`src/rtl/stepper_positioner.sv`:
```
// Trapezoidal-profile stepper position controller.
// Accepts an absolute target, ramps the step rate through speed levels 0..7
// and emits one-cycle step pulses plus a direction level for the phase driver.
module stepper_positioner #(
  parameter int unsigned POS_W      = 16,
  parameter int unsigned BASE       = 10,
  parameter int unsigned RAMP_STEPS = 4
) (
  input  logic             clk,
  input  logic             rstn,
  input  logic             cmd_valid,
  output logic             cmd_ready,
  input  logic [POS_W-1:0] cmd_target,
  input  logic [2:0]       cmd_vmax,
  input  logic             abort,
  output logic             step,
  output logic             dir,
  output logic [POS_W-1:0] position,
  output logic             busy,
  output logic             done,
  output logic             aborted
);

  typedef logic [POS_W-1:0] pos_t;
  typedef logic [POS_W:0]   rem_t;
  typedef logic [9:0]       cnt_t;

  typedef enum logic [1:0] {StIdle, StAccel, StCruise, StDecel} state_e;

  localparam logic [3:0] RampLast    = 4'(RAMP_STEPS);
  localparam cnt_t       FirstPeriod = cnt_t'(BASE * 8);

  // Cycles between steps at speed level l.
  function automatic cnt_t period(input logic [2:0] l);
    return cnt_t'(BASE) * (cnt_t'(8) - cnt_t'(l));
  endfunction

  // Steps needed to ramp down from level l to a stop.
  function automatic rem_t span(input logic [2:0] l);
    return rem_t'(l) * rem_t'(RAMP_STEPS);
  endfunction

  state_e     state_q, state_d;
  logic [2:0] lvl_q, lvl_d;
  logic [3:0] rampcnt_q, rampcnt_d;
  rem_t       remaining_q, remaining_d;
  cnt_t       cnt_q, cnt_d;
  logic [2:0] vmax_q, vmax_d;
  logic       step_q, step_d;
  logic       done_q, done_d;
  logic       dir_q, dir_d;
  pos_t       position_q, position_d;
  logic       aborted_q, aborted_d;

  rem_t       delta;
  state_e     st_eff;
  rem_t       rem_eff;
  rem_t       rem_dec;
  logic [2:0] lvl_new;

  // Next-state: command accept, interval timing, per-step profile update, abort.
  always_comb begin
    state_d     = state_q;
    lvl_d       = lvl_q;
    rampcnt_d   = rampcnt_q;
    remaining_d = remaining_q;
    cnt_d       = cnt_q;
    vmax_d      = vmax_q;
    step_d      = 1'b0;
    done_d      = 1'b0;
    dir_d       = dir_q;
    position_d  = position_q;
    aborted_d   = aborted_q;
    // Sign-extended difference so a full-range move is representable.
    delta       = {cmd_target[POS_W-1], cmd_target} - {position_q[POS_W-1], position_q};
    st_eff      = state_q;
    rem_eff     = remaining_q;
    rem_dec     = remaining_q;
    lvl_new     = lvl_q;

    unique case (state_q)
      StIdle: begin
        if (cmd_valid) begin
          aborted_d = 1'b0;
          if (delta == '0) begin
            done_d = 1'b1;
          end else begin
            dir_d       = ~delta[POS_W];
            remaining_d = delta[POS_W] ? (~delta + rem_t'(1)) : delta;
            lvl_d       = '0;
            rampcnt_d   = '0;
            cnt_d       = FirstPeriod;
            vmax_d      = cmd_vmax;
            state_d     = (cmd_vmax == 3'd0) ? StCruise : StAccel;
          end
        end
      end

      StAccel, StCruise, StDecel: begin
        if (abort && (state_q != StDecel)) begin
          if (lvl_q != 3'd0) begin
            // Clamp the move to what is needed to ramp down from here.
            st_eff    = StDecel;
            rem_eff   = (remaining_q < span(lvl_q)) ? remaining_q : span(lvl_q);
            aborted_d = 1'b1;
          end
        end

        if (abort && (state_q != StDecel) && (lvl_q == 3'd0)) begin
          // Already at crawl speed: stop without another step.
          state_d     = StIdle;
          done_d      = 1'b1;
          aborted_d   = 1'b1;
          remaining_d = '0;
        end else begin
          state_d     = st_eff;
          remaining_d = rem_eff;
          if (cnt_q == cnt_t'(1)) begin
            step_d      = 1'b1;
            position_d  = dir_q ? (position_q + pos_t'(1)) : (position_q - pos_t'(1));
            rem_dec     = rem_eff - rem_t'(1);
            remaining_d = rem_dec;
            if (rem_dec == '0) begin
              state_d = StIdle;
              done_d  = 1'b1;
            end else begin
              unique case (st_eff)
                StAccel: begin
                  if (rem_dec <= span(lvl_q)) begin
                    state_d = StDecel;
                  end else if (rampcnt_q + 4'd1 == RampLast) begin
                    rampcnt_d = '0;
                    lvl_new   = lvl_q + 3'd1;
                    if (lvl_new == vmax_q) state_d = StCruise;
                  end else begin
                    rampcnt_d = rampcnt_q + 4'd1;
                  end
                end
                StCruise: begin
                  if (rem_dec <= span(lvl_q)) state_d = StDecel;
                end
                StDecel: begin
                  if ((lvl_q != 3'd0) && (rem_dec == span(lvl_q - 3'd1))) begin
                    lvl_new = lvl_q - 3'd1;
                  end
                end
                StIdle: ;
              endcase
            end
            lvl_d = lvl_new;
            cnt_d = period(lvl_new);
          end else begin
            cnt_d = cnt_q - cnt_t'(1);
          end
        end
      end
    endcase
  end

  // State and output registers, asynchronously cleared.
  always_ff @(posedge clk or negedge rstn) begin
    if (!rstn) begin
      state_q     <= StIdle;
      lvl_q       <= '0;
      rampcnt_q   <= '0;
      remaining_q <= '0;
      cnt_q       <= '0;
      vmax_q      <= '0;
      step_q      <= 1'b0;
      done_q      <= 1'b0;
      dir_q       <= 1'b1;
      position_q  <= '0;
      aborted_q   <= 1'b0;
    end else begin
      state_q     <= state_d;
      lvl_q       <= lvl_d;
      rampcnt_q   <= rampcnt_d;
      remaining_q <= remaining_d;
      cnt_q       <= cnt_d;
      vmax_q      <= vmax_d;
      step_q      <= step_d;
      done_q      <= done_d;
      dir_q       <= dir_d;
      position_q  <= position_d;
      aborted_q   <= aborted_d;
    end
  end

  // Outputs come straight from registers.
  always_comb begin
    busy      = (state_q != StIdle);
    cmd_ready = (state_q == StIdle);
    step      = step_q;
    done      = done_q;
    dir       = dir_q;
    position  = position_q;
    aborted   = aborted_q;
  end

endmodule

```
`config.mk`:
```
export PLATFORM = sky130hd
export DESIGN_NAME = stepper_positioner
export DESIGN_NICKNAME = d
export VERILOG_FILES = /design/src/rtl/stepper_positioner.sv
export SDC_FILE = /design/constraint.sdc
export NUM_CORES = 1
export LEC_CHECK = 0
export ABC_AREA = 1
export BUFFER_PORTS_ARGS = -buffer_cell sky130_fd_sc_hd__buf_2
export CORE_MARGIN = 2
export CORE_UTILIZATION = 57
export CTS_CLUSTER_SIZE = 16
export DETAILED_ROUTE_END_ITERATION = 8
export PLACE_DENSITY_LB_ADDON = 0.12
export SLEW_MARGIN = 30
export SYNTH_ARGS = -nofsm -noshare
export SYNTH_HDL_FRONTEND = slang
export SYNTH_SLANG_ARGS = --single-unit
```
`constraint.sdc`:
```
create_clock -name clk -period 5.6 [get_ports clk]
set_input_delay 0.56 -clock clk [delete_from_list [all_inputs] [get_ports clk]]
set_output_delay 0.56 -clock clk [all_outputs]
set_load 0.05 [all_outputs]
```
==> tab_implementation.tex, run 1 <==
\begin{tabular}{lr}
\hline
Metric & Value \\
\hline
\multicolumn{2}{l}{\textbf{Run status}} \\
Outcome & completed \\
\multicolumn{2}{l}{\textbf{Power}} \\
IR drop worst, VDD & 0.0002646 V \\
Power density over the cells & 454.6 mW/mm2 \\
Standby leakage power & 3.664 nW \\
\multicolumn{2}{l}{\textbf{Die}} \\
I/O pin count & 45 \\
Die Width & 110.6 um \\
Die Y-Extent & 110.6 um \\
Total Die Area & 0.01223 mm2 \\
Site row count & 38 \\
Placeable Area & 0.01098 mm2 \\
Initial core utilization & 58.98\% \\
\multicolumn{2}{l}{\textbf{Final layout}} \\
Most common cell after layout, fill and taps aside & sky130\_fd\_sc\_hd\_\_nand2\_1 \\
Final instance area & 0.007264 mm2 \\
Most used cells in the layout excluding fill and tap cells & 216 x sky130\_fd\_sc\_hd\_\_nand2\_1, 127 x sky130\_fd\_sc\_hd\_\_inv\_1, 98 x sky130\_fd\_sc\_hd\_\_nor2\_1 \\
Filler Cells Inserted & 1030 \\
Area used by multi-input combinational logic & 0.004449 mm2 \\
Layout-stage area growth over the synthesis result & 12.15\% \\
Number of antenna cells inserted & 0 \\
Post-layout util & 66.14\% \\
Sequential cell area & 0.001479 mm2 \\
Share of final-layout standard cells stronger than drive strength 1 & 14.72\% \\
Final net count & 1122 \\
\multicolumn{2}{l}{\textbf{Timing}} \\
Worst hold slack & 0.3759 ns \\
Final Hold Violating Endpoints & 0 \\
Worst-margin pin slew & 0.9737 ns \\
Min cycle time layout & 5.223 ns \\
Worst slew margin relative to its limit & 34.93\% \\
Final setup violating endpoints & 0 \\
Setup WS post-layout & 0.3772 ns \\
Max Freq & 0.1915 GHz \\
Final critical-path share of the clock period & 93.26\% \\
Count of final max-slew check failures & 0 \\
Worst clock skew & 0.008854 ns \\
\multicolumn{2}{l}{\textbf{Critical path}} \\
Maximum fanout encountered on the critical timing path & 8 \\
Critical path capture point type & flop \\
CP max-delay cell & sky130\_fd\_sc\_hd\_\_dfrtp\_2 \\
Cell type with the highest occurrence count on the critical path & sky130\_fd\_sc\_hd\_\_nand2\_1 \\
Worst EP arrival & 5.47 ns \\
Startpoint types & flop \\
Required time of the critical path & 5.85 ns \\
Type of the setup path with the least slack & reg2reg \\
Largest incremental delay on the critical path & 0.44 ns \\
\multicolumn{2}{l}{\textbf{Detailed routing}} \\
Number of vias in the routed layout & 6581 \\
Post-detailed-route count of antenna-violating nets & 0 \\
Routed Wire Length & 17010 um \\
Vias per inst & 5.549 \\
Routed WL per cell & 14.34 um \\
Iteration-0 DRC count of the detailed router & 492 \\
Remaining design rule violation count & 0 \\
Pre-antenna DRT Iters & 7 \\
\multicolumn{2}{l}{\textbf{Clocking}} \\
Maximum number of buffers from clock root to sink & 2 \\
Number of levels the H-tree was split into & 3 \\
Clock sink count & 59 \\
Clock slew seen by the registers of the worst setup and hold paths & 0.06 ns \\
Number of buffers created by CTS & 9 \\
Clock insertion delay at the later pin of the skew report & 0.34 ns \\
Clock tree from TritonCTS & done \\
Clock root cell & sky130\_fd\_sc\_hd\_\_clkbuf\_16 \\
\multicolumn{2}{l}{\textbf{Global route}} \\
Remaining Overflow, GRT & 0 \\
Pin count of the biggest net entering global routing & 60 \\
Vias in the first global route & 6017 \\
Initial antenna violation count & 0 \\
Total track usage & 27.93\% \\
First-pass GRT wire length & 28280 um \\
\multicolumn{2}{l}{\textbf{Placed design}} \\
PortBufs & 44 \\
Setup WS pre-CTS & 0.07654 ns \\
Final estimated routing congestion in global placement & 0.9164 \\
Standard cell area after detailed placement & 0.006859 mm2 \\
Post-DP HPWL & 13110 um \\
\multicolumn{2}{l}{\textbf{Synth}} \\
Yosys warning count & 0 \\
Count of flip-flops with a built-in enable after synthesis & 0 \\
Async S/R FF share, synth & 100.0\% \\
Flip-flop cell with the highest count after synthesis & sky130\_fd\_sc\_hd\_\_dfrtp\_1 \\
Cell area after technology mapping & 0.006477 mm2 \\
Number of synthesized register bits & 59 \\
Mean instance size in the synthesized netlist & 6.583 um2 \\
Number of unique standard cell types used by synthesis & 45 \\
Synthesized netlist cell count & 984 \\
Post-Syn Nets & 1064 \\
Share of the yosys chip area belonging to registers & 22.81\% \\
\multicolumn{2}{l}{\textbf{Min path}} \\
Class of the worst hold path & in2async \\
\multicolumn{2}{l}{\textbf{Job}} \\
Number of maximum-capacitance constraint violations & 0 \\
\hline
\end{tabular}
[layout make-up]
type                            instances  share of cell area (%)
Sequential cell                        59                   20.36
Inverter                              139                   7.286
Clock buffer                           12                   3.393
Timing Repair Buffer                   64                   5.098
Multi-Input combinational cell        769                   61.25
Tap cell                              140                   2.411
Clock inverter                          3                  0.2067
[state kept, by name, summed over array words and instances, names as in the netlist]
| signal | flops |
|---|---|
| lvl_q | 3 |
| cnt_q | 10 |
| rampcnt_q | 4 |
| dir | 1 |
| remaining_q | 17 |
| vmax_q | 3 |
| aborted | 1 |
| done | 1 |
| state_q | 2 |
| position | 16 |
| step | 1 |
[final timing paths]
path	from	to	slack (ns)	depth (start not counted)
max in group asynchronous	rstn	lvl_q[2]	4.65	2
setup reg to reg	lvl_q[2]	cnt_q[5]	0.38	36
hold / removal	rstn	position[13]	0.38	2
setup / recovery	lvl_q[2]	cnt_q[5]	0.38	36
min in group clk	cmd_vmax[2]	vmax_q[2]	0.45	3
hold reg to reg	aborted	aborted	0.49	2
[per-stage QoR]
step / cells / power (mW) / setup TNS (ns)
4_1_cts: 1176 / 3.252 / 0
6_report: 1186 / 3.302 / 0
2_1_floorplan: 984 / 2.297 / 0
3_3_place_gp: 1161 / 2.729 / 0
3_5_place_dp: 1161 / 2.739 / 0
5_1_grt: 1186 / 3.616 / -0.1044
[synth_stat cells, types with 9 or more instances]
cell type                  number  share of area (%)
sky130_fd_sc_hd__nor3_1        17                1.3
sky130_fd_sc_hd__nor2_4        12                2.1
sky130_fd_sc_hd__inv_1        127                7.4
sky130_fd_sc_hd__a31oi_1       18                1.7
sky130_fd_sc_hd__nand3_1       74                5.7
sky130_fd_sc_hd__o22ai_1        9               0.87
sky130_fd_sc_hd__nand2_1      218                 13
sky130_fd_sc_hd__nand2_2       17                1.6
sky130_fd_sc_hd__clkbuf_1      11               0.64
sky130_fd_sc_hd__nand3_2       11                1.7
sky130_fd_sc_hd__dfrtp_1       58                 22
sky130_fd_sc_hd__o21ai_0       71                5.5
sky130_fd_sc_hd__nand4_1       18                1.7
sky130_fd_sc_hd__nor2_1        98                5.7
sky130_fd_sc_hd__ha_1          54                 10
sky130_fd_sc_hd__xor2_1        21                2.8
sky130_fd_sc_hd__inv_2         11               0.64
sky130_fd_sc_hd__a21oi_1       65                5.0
[where the power goes]
group | total [mW] | leakage (nW) | internal [mW] | switching [mW]
Combinational | 2.11 | 2.80 | 0.684 | 1.43
Sequential | 0.691 | 0.728 | 0.562 | 0.129
Clock | 0.502 | 0.132 | 0.306 | 0.196
Total | 3.30 | 3.66 | 1.55 | 1.75
[per-layer routing]
| metal | up-vias | routed length, um | global-route usage, % | part of all wire (%) |
|---|---|---|---|---|
| met5 | - | 0 | 0 | 0 |
| met4 | 0 | 457 | 9.500 | 2.7 |
| met3 | 34 | 989 | 4.665 | 5.8 |
| met2 | 197 | 7567 | 43.93 | 44 |
| met1 | 2960 | 7996 | 38.99 | 47 |
| li1 | 3390 | - | - | - |
[worst max-delay path: cells and delay by family, from the launching register on]
family                   cells  cell delay, ns
AND/OR/NAND/NOR             22            2.14
AO/OA/AOI/OAI                4            0.48
flip-flops                   1            0.44
buffers and inverters        4            0.37
adder cells (fa/ha/maj)      6            1.72
[cell families (layout without fill, tap and decap cells)]
| family | Yosys count | count (layout) | share of synthesized area (%) |
|---|---|---|---|
| xor+xnor | 29 | 29 | 3.921 |
| compound gates | 198 | 198 | 17.31 |
| simple gates | 485 | 485 | 35.14 |
| buf+inv | 156 | 218 | 9.465 |
| fa+ha+maj | 57 | 57 | 11.36 |
| flops | 59 | 59 | 22.81 |
[what timing repair did]
| action | 4_1_cts | 5_1_grt |
|---|---|---|
| setup buffers | 0 | 10 |
| hold endpoints to repair | 0 | 0 |
| setup endpoints to repair | 0 | 4 |
| hold buffers | 0 | 0 |
| resized for setup | 0 | 15 |
Note: power is estimated with default switching activity, not from simulation.
==> run 2, diff against run 1 <==
--- a/config.mk
+++ b/config.mk
@@ -7,8 +7,10 @@
 export LEC_CHECK = 0
 export ABC_AREA = 1
 export BUFFER_PORTS_ARGS = -buffer_cell sky130_fd_sc_hd__buf_2
+export CELL_PAD_IN_SITES_DETAIL_PLACEMENT = 1
+export CELL_PAD_IN_SITES_GLOBAL_PLACEMENT = 2
 export CORE_MARGIN = 2
-export CORE_UTILIZATION = 57
+export CORE_UTILIZATION = 35
 export CTS_CLUSTER_SIZE = 16
 export DETAILED_ROUTE_END_ITERATION = 8
 export PLACE_DENSITY_LB_ADDON = 0.12
==> tab_implementation.tex, run 2 (same netlist as run 1, synthesis figures left out) <==
\begin{tabular}{lr}
\hline
Metric & Value \\
\hline
\multicolumn{2}{l}{\textbf{Power}} \\
Power density over the cells & 465.6 mW/mm2 (was 454.6 mW/mm2) \\
IR drop worst, VDD & 0.0001720 V (was 0.0002646 V) \\
Standby leakage power & 3.696 nW (was 3.664 nW) \\
\multicolumn{2}{l}{\textbf{Detailed routing}} \\
Routed Wire Length & 20890 um (was 17010 um) \\
Number of vias in the routed layout & 6634 (was 6581) \\
Pre-antenna DRT Iters & 4 (was 7) \\
Vias per inst & 5.183 (was 5.549) \\
Remaining design rule violation count & 0 (unchanged) \\
Routed WL per cell & 16.32 um (was 14.34 um) \\
Iteration-0 DRC count of the detailed router & 290 (was 492) \\
Post-detailed-route count of antenna-violating nets & 0 (unchanged) \\
\multicolumn{2}{l}{\textbf{Clocking}} \\
Clock sink count & 59 (unchanged) \\
Clock slew seen by the registers of the worst setup and hold paths & 0.07 ns (was 0.06 ns) \\
Number of buffers created by CTS & 9 (unchanged) \\
Number of levels the H-tree was split into & 3 (unchanged) \\
Clock tree from TritonCTS & done (unchanged) \\
Clock root cell & sky130\_fd\_sc\_hd\_\_clkbuf\_16 (unchanged) \\
Clock insertion delay at the later pin of the skew report & 0.34 ns (about the same) \\
Maximum number of buffers from clock root to sink & 2 (unchanged) \\
\multicolumn{2}{l}{\textbf{Timing}} \\
Final Hold Violating Endpoints & 0 (unchanged) \\
Count of final max-slew check failures & 0 (unchanged) \\
Final critical-path share of the clock period & 92.74\% (was 93.26\%) \\
Worst clock skew & 0.01401 ns (was 0.008854 ns) \\
Max Freq & 0.1926 GHz (was 0.1915 GHz) \\
Worst-margin pin slew & 0.8511 ns (was 0.9737 ns) \\
Min cycle time layout & 5.193 ns (was 5.223 ns) \\
Worst slew margin relative to its limit & 43.26\% (was 34.93\%) \\
Final setup violating endpoints & 0 (unchanged) \\
\multicolumn{2}{l}{\textbf{Placed design}} \\
Post-DP HPWL & 16700 um (was 13110 um) \\
Final estimated routing congestion in global placement & 0.8504 (was 0.9164) \\
PortBufs & 44 (unchanged) \\
Standard cell area after detailed placement & 0.007014 mm2 (was 0.006859 mm2) \\
Placed cell count & 1255 (was 1161) \\
\multicolumn{2}{l}{\textbf{Final layout}} \\
Area used by multi-input combinational logic & 0.004446 mm2 (was 0.004449 mm2) \\
Post-layout util & 41.12\% (was 66.14\%) \\
Final Instance Count excl. Fillers & 1280 (was 1186) \\
Layout-stage area growth over the synthesis result & 14.82\% (was 12.15\%) \\
Final net count & 1126 (was 1122) \\
Filler Cells Inserted & 2390 (was 1030) \\
Largest register by flop count & remaining\_q (unchanged) \\
Flip-flop count of the largest register, all copies and words added & 17 (unchanged) \\
Share of final-layout standard cells stronger than drive strength 1 & 15.22\% (was 14.72\%) \\
Final instance area & 0.007437 mm2 (was 0.007264 mm2) \\
Most common cell after layout, fill and taps aside & sky130\_fd\_sc\_hd\_\_nand2\_1 (unchanged) \\
Most used cells in the layout excluding fill and tap cells & 217 x sky130\_fd\_sc\_hd\_\_nand2\_1, 127 x sky130\_fd\_sc\_hd\_\_inv\_1, 98 x sky130\_fd\_sc\_hd\_\_nor2\_1 (was 216 x sky130\_fd\_sc\_hd\_\_nand2\_1, 127 x sky130\_fd\_sc\_hd\_\_inv\_1, 98 x sky130\_fd\_sc\_hd\_\_nor2\_1) \\
Sequential cell area & 0.001479 mm2 (unchanged) \\
Number of antenna cells inserted & 0 (unchanged) \\
\multicolumn{2}{l}{\textbf{Global route}} \\
Remaining Overflow, GRT & 0 (unchanged) \\
Initial antenna violation count & 0 (unchanged) \\
Pin count of the biggest net entering global routing & 60 (unchanged) \\
Vias in the first global route & 6758 (was 6017) \\
Total track usage & 21.99\% (was 27.93\%) \\
First-pass GRT wire length & 34560 um (was 28280 um) \\
\multicolumn{2}{l}{\textbf{Die}} \\
I/O pin count & 45 (unchanged) \\
Site row count & 49 (was 38) \\
Initial core utilization & 35.81\% (was 58.98\%) \\
Total Die Area & 0.01961 mm2 (was 0.01223 mm2) \\
Die Y-Extent & 140.0 um (was 110.6 um) \\
Placeable Area & 0.01809 mm2 (was 0.01098 mm2) \\
Die Width & 140.0 um (was 110.6 um) \\
\multicolumn{2}{l}{\textbf{Critical path}} \\
Capture instance of the worst register-to-register path & cnt\_q[5] (unchanged) \\
CP max-delay cell & sky130\_fd\_sc\_hd\_\_fa\_1 (was sky130\_fd\_sc\_hd\_\_dfrtp\_2) \\
Cell type with the highest occurrence count on the critical path & sky130\_fd\_sc\_hd\_\_nand2\_1 (unchanged) \\
Launching element of the worst setup path & lvl\_q[2] (unchanged) \\
Type of the setup path with the least slack & reg2reg (unchanged) \\
Register-to-register setup slack & 0.41 ns (was 0.38 ns) \\
Reg2reg start & lvl\_q[2] (unchanged) \\
Maximum fanout encountered on the critical timing path & 10 (was 8) \\
Worst EP arrival & 5.45 ns (was 5.47 ns) \\
Largest incremental delay on the critical path & 0.41 ns (was 0.44 ns) \\
Startpoint types & flop (unchanged) \\
Critical path capture point type & flop (unchanged) \\
Worst Reg-to-Reg Cells & 36 (unchanged) \\
Timing endpoint of the critical path & cnt\_q[5] (unchanged) \\
Required time of the critical path & 5.85 ns (about the same) \\
\multicolumn{2}{l}{\textbf{Job}} \\
Number of maximum-capacitance constraint violations & 0 (unchanged) \\
\multicolumn{2}{l}{\textbf{Min path}} \\
Class of the worst hold path & in2async (unchanged) \\
\multicolumn{2}{l}{\textbf{Run status}} \\
Outcome & completed (unchanged) \\
\hline
\end{tabular}
-- run 2: cell type report --
cell class,count,area share (%)
Sequential cell,59,19.89
Multi-Input combinational cell,769,59.77
Tap cell,229,3.853
Timing Repair Buffer,68,5.384
Clock buffer,9,3.028
Inverter,139,7.049
Clock inverter,7,1.026
-- run 2: how the worst min path moves through the flow --
stage	start	end	depth (start not counted)
floorplan	rstn	aborted	0
global placement	rampcnt_q[3]	rampcnt_q[3]	2
detailed placement	rampcnt_q[3]	rampcnt_q[3]	2
CTS	rstn	position[12]	2
global route	cmd_vmax[1]	vmax_q[1]	3
finish	rstn	position[12]	2
-- run 2: layer usage --
| layer | GRT usage, % | share of wire (%) | up-vias |
|---|---|---|---|
| met3 | 2.120 | 2.4 | 21 |
| met1 | 30.49 | 50 | 3137 |
| li1 | - | - | 3399 |
| met4 | 6.380 | 1.8 | 0 |
| met5 | 0 | 0 | - |
| met2 | 36.56 | 45 | 77 |
-- run 2: timing repair --
action                     4_1_cts  5_1_grt
setup endpoints to repair        0        3
gates resized for setup          0        9
setup buffers                    0        9
hold buffers                     0        0
hold endpoints to repair         0        0
-- run 2: stage by stage --
stage / hold WS, ns / total power, mW / TNS, ns / setup WS [ns]
3_3_place_gp: 0.4658 / 2.840 / 0 / 0.3888
5_1_grt: 0.4639 / 3.815 / -0.09254 / -0.08899
2_1_floorplan: 0.2644 / 2.297 / 0 / 0.5173
3_5_place_dp: 0.4774 / 2.856 / 0 / 0.1374
4_1_cts: 0.4236 / 3.461 / 0 / 0.08466
6_report: 0.3843 / 3.463 / 0 / 0.4068
-- run 2: report_power, final --
part | switching [mW] | internal [mW] | leakage, nW
logic | 1.50 | 0.696 | 2.83
clock network | 0.230 | 0.347 | 0.142
registers | 0.128 | 0.561 | 0.728
-- run 2: worst max-delay path, delay by kind of cell, from the launching register on --
kind | cells | cell delay (ns)
adder cells (fa/ha/maj) | 6 | 1.56
buffers and inverters | 4 | 0.36
flip-flops | 1 | 0.40
XOR/XNOR | 1 | 0.20
AO/OA/AOI/OAI | 5 | 0.63
AND/OR/NAND/NOR | 20 | 1.97
==> run 3, diff against run 2 <==
--- a/config.mk
+++ b/config.mk
@@ -7,10 +7,8 @@
 export LEC_CHECK = 0
 export ABC_AREA = 1
 export BUFFER_PORTS_ARGS = -buffer_cell sky130_fd_sc_hd__buf_2
-export CELL_PAD_IN_SITES_DETAIL_PLACEMENT = 1
-export CELL_PAD_IN_SITES_GLOBAL_PLACEMENT = 2
 export CORE_MARGIN = 2
-export CORE_UTILIZATION = 35
+export CORE_UTILIZATION = 57
 export CTS_CLUSTER_SIZE = 16
 export DETAILED_ROUTE_END_ITERATION = 8
 export PLACE_DENSITY_LB_ADDON = 0.12
==> constraint.sdc (replaced) <==
create_clock -name clk -period 5.9 [get_ports clk]
set_input_delay 0.59 -clock clk [delete_from_list [all_inputs] [get_ports clk]]
set_output_delay 0.59 -clock clk [all_outputs]
set_load 0.05 [all_outputs]
==> tab_implementation.tex, run 3 (same netlist as run 1, synthesis figures left out) <==
\begin{tabular}{lr}
\hline
Metric & Value \\
\hline
\multicolumn{2}{l}{\textbf{Global route}} \\
First-pass GRT wire length & 28860 um (was 34560 um) \\
Vias in the first global route & 6192 (was 6758) \\
Initial antenna violation count & 0 (unchanged) \\
Total track usage & 28.57\% (was 21.99\%) \\
Remaining Overflow, GRT & 0 (unchanged) \\
Pin count of the biggest net entering global routing & 60 (unchanged) \\
\multicolumn{2}{l}{\textbf{Power}} \\
Power density over the cells & 445.1 mW/mm2 (was 465.6 mW/mm2) \\
IR drop worst, VDD & 0.0002664 V (was 0.0001720 V) \\
Standby leakage power & 3.644 nW (was 3.696 nW) \\
Tot Pwr & 3.207 mW (was 3.463 mW) \\
\multicolumn{2}{l}{\textbf{Die}} \\
Site row count & 38 (was 49) \\
Placeable Area & 0.01098 mm2 (was 0.01809 mm2) \\
Initial core utilization & 58.98\% (was 35.81\%) \\
Die Width & 110.6 um (was 140.0 um) \\
Total Die Area & 0.01223 mm2 (was 0.01961 mm2) \\
Die Y-Extent & 110.6 um (was 140.0 um) \\
I/O pin count & 45 (unchanged) \\
\multicolumn{2}{l}{\textbf{Clocking}} \\
Number of levels the H-tree was split into & 3 (unchanged) \\
Clock insertion delay at the later pin of the skew report & 0.34 ns (about the same) \\
Number of buffers created by CTS & 9 (unchanged) \\
Clock slew seen by the registers of the worst setup and hold paths & 0.06 ns (was 0.07 ns) \\
Maximum number of buffers from clock root to sink & 2 (unchanged) \\
Clock root cell & sky130\_fd\_sc\_hd\_\_clkbuf\_16 (unchanged) \\
Hold-fix buffers at CTS & 0 (unchanged) \\
Clock sink count & 59 (unchanged) \\
Clock tree from TritonCTS & done (unchanged) \\
\multicolumn{2}{l}{\textbf{Final layout}} \\
Most used cells in the layout excluding fill and tap cells & 217 x sky130\_fd\_sc\_hd\_\_nand2\_1, 127 x sky130\_fd\_sc\_hd\_\_inv\_1, 98 x sky130\_fd\_sc\_hd\_\_nor2\_1 (unchanged) \\
Layout-stage area growth over the synthesis result & 11.22\% (was 14.82\%) \\
Share of final-layout standard cells stronger than drive strength 1 & 13.76\% (was 15.22\%) \\
Flip-flop count of the largest register, all copies and words added & 17 (unchanged) \\
Final net count & 1114 (was 1126) \\
Largest register by flop count & remaining\_q (unchanged) \\
Final Instance Count excl. Fillers & 1179 (was 1280) \\
Number of antenna cells inserted & 0 (unchanged) \\
Most common cell after layout, fill and taps aside & sky130\_fd\_sc\_hd\_\_nand2\_1 (unchanged) \\
\multicolumn{2}{l}{\textbf{Job}} \\
Number of maximum-capacitance constraint violations & 0 (unchanged) \\
\multicolumn{2}{l}{\textbf{Detailed routing}} \\
Routed Wire Length & 17090 um (was 20890 um) \\
Vias per inst & 5.642 (was 5.183) \\
Pre-antenna DRT Iters & 5 (was 4) \\
Remaining design rule violation count & 0 (unchanged) \\
Routed WL per cell & 14.50 um (was 16.32 um) \\
Post-detailed-route count of antenna-violating nets & 0 (unchanged) \\
Iteration-0 DRC count of the detailed router & 465 (was 290) \\
Number of vias in the routed layout & 6652 (was 6634) \\
\multicolumn{2}{l}{\textbf{Timing}} \\
Max Freq & 0.1837 GHz (was 0.1926 GHz) \\
Min cycle time layout & 5.443 ns (was 5.193 ns) \\
Count of final max-slew check failures & 0 (unchanged) \\
Final setup violating endpoints & 0 (unchanged) \\
Final Hold Violating Endpoints & 0 (unchanged) \\
Worst clock skew & 0.01127 ns (was 0.01401 ns) \\
Worst-margin pin slew & 0.9291 ns (was 0.8511 ns) \\
Worst slew margin relative to its limit & 37.91\% (was 43.26\%) \\
Final critical-path share of the clock period & 92.25\% (was 92.74\%) \\
\multicolumn{2}{l}{\textbf{Run status}} \\
Outcome & completed (unchanged) \\
\multicolumn{2}{l}{\textbf{Critical path}} \\
Required time of the critical path & 6.16 ns (was 5.85 ns) \\
Register-to-register setup slack & 0.46 ns (was 0.41 ns) \\
Startpoint types & flop (unchanged) \\
Largest incremental delay on the critical path & 0.45 ns (was 0.41 ns) \\
CP max-delay cell & sky130\_fd\_sc\_hd\_\_dfrtp\_2 (was sky130\_fd\_sc\_hd\_\_fa\_1) \\
Type of the setup path with the least slack & reg2reg (unchanged) \\
Critical path capture point type & flop (unchanged) \\
Cell type with the highest occurrence count on the critical path & sky130\_fd\_sc\_hd\_\_nand2\_1 (unchanged) \\
Worst EP arrival & 5.70 ns (was 5.45 ns) \\
Maximum fanout encountered on the critical timing path & 8 (was 10) \\
\multicolumn{2}{l}{\textbf{Min path}} \\
Class of the worst hold path & in2async (unchanged) \\
\multicolumn{2}{l}{\textbf{Placed design}} \\
Final estimated routing congestion in global placement & 0.9787 (was 0.8504) \\
Post-DP HPWL & 13240 um (was 16700 um) \\
PortBufs & 44 (unchanged) \\
Placed cell count & 1161 (was 1255) \\
\hline
\end{tabular}
[run 3: final cells by class]
class                      count  area [um2]
inverter                     139       526.8
clock inverter                 5       78.83
timing repair buffer          56       310.3
clock buffer                  11       232.7
sequential                    59        1479
tap                          140       175.2
fill                        1012        3779
multi-input combinational    769        4402
[run 3: layer usage]
| layer | routed length [um] | share of wire, % | global-route usage, % | up-vias |
|---|---|---|---|---|
| li1 | - | - | - | 3383 |
| met1 | 7791 | 46 | 39.18 | 3017 |
| met2 | 7717 | 45 | 45.44 | 209 |
| met3 | 1010 | 5.9 | 3.787 | 43 |
| met4 | 575 | 3.4 | 11.92 | 0 |
| met5 | 0 | 0 | 0 | - |
[run 3: repair_timing]
action                                  4_1_cts  5_1_grt
gates resized for setup                       0        4
setup buffers                                 0        2
endpoints found under the setup margin        0        2
[run 3: power by group]
group,switching (mW),internal [mW],leakage (nW)
logic,1.36,0.638,2.76
clock network,0.191,0.369,0.153
registers,0.119,0.533,0.728
[run 3: path summary, 6_finish.rpt]
kind                                    from            to  cells past startpoint
worst min-delay path                    rstn  position[10]                      2
worst max register to register      lvl_q[2]      cnt_q[5]                     35
min in group clk                 cmd_vmax[0]     vmax_q[0]                      3
max in group asynchronous               rstn      lvl_q[2]                      2
worst max-delay path                lvl_q[2]      cnt_q[5]                     35
worst min register to register  rampcnt_q[3]  rampcnt_q[3]                      2
[run 3: through the flow]
| stage | setup TNS, ns | util [%] | hold slack, ns | worst slack (ns) | instance area [um2] |
|---|---|---|---|---|---|
| floorplan | 0 | - | 0.2944 | 0.8173 | 6477 |
| global placement | 0 | 62.45 | 0.4777 | 0.6129 | 6859 |
| detailed placement | 0 | 62.45 | 0.4811 | 0.3518 | 6859 |
| CTS | 0 | 65.29 | 0.4445 | 0.3087 | 7171 |
| global route | -0.009023 | 65.60 | 0.4976 | -0.009023 | 7204 |
| finish | 0 | 65.60 | 0.3887 | 0.4572 | 7204 |
[run 3: worst max-delay path: cells and delay by family, from the launching register on]
kind	cells	cell delay [ns]
flops	1	0.45
buf+inv	2	0.20
compound gates	4	0.51
simple gates	21	2.14
xor+xnor	1	0.20
fa+ha+maj	7	1.87
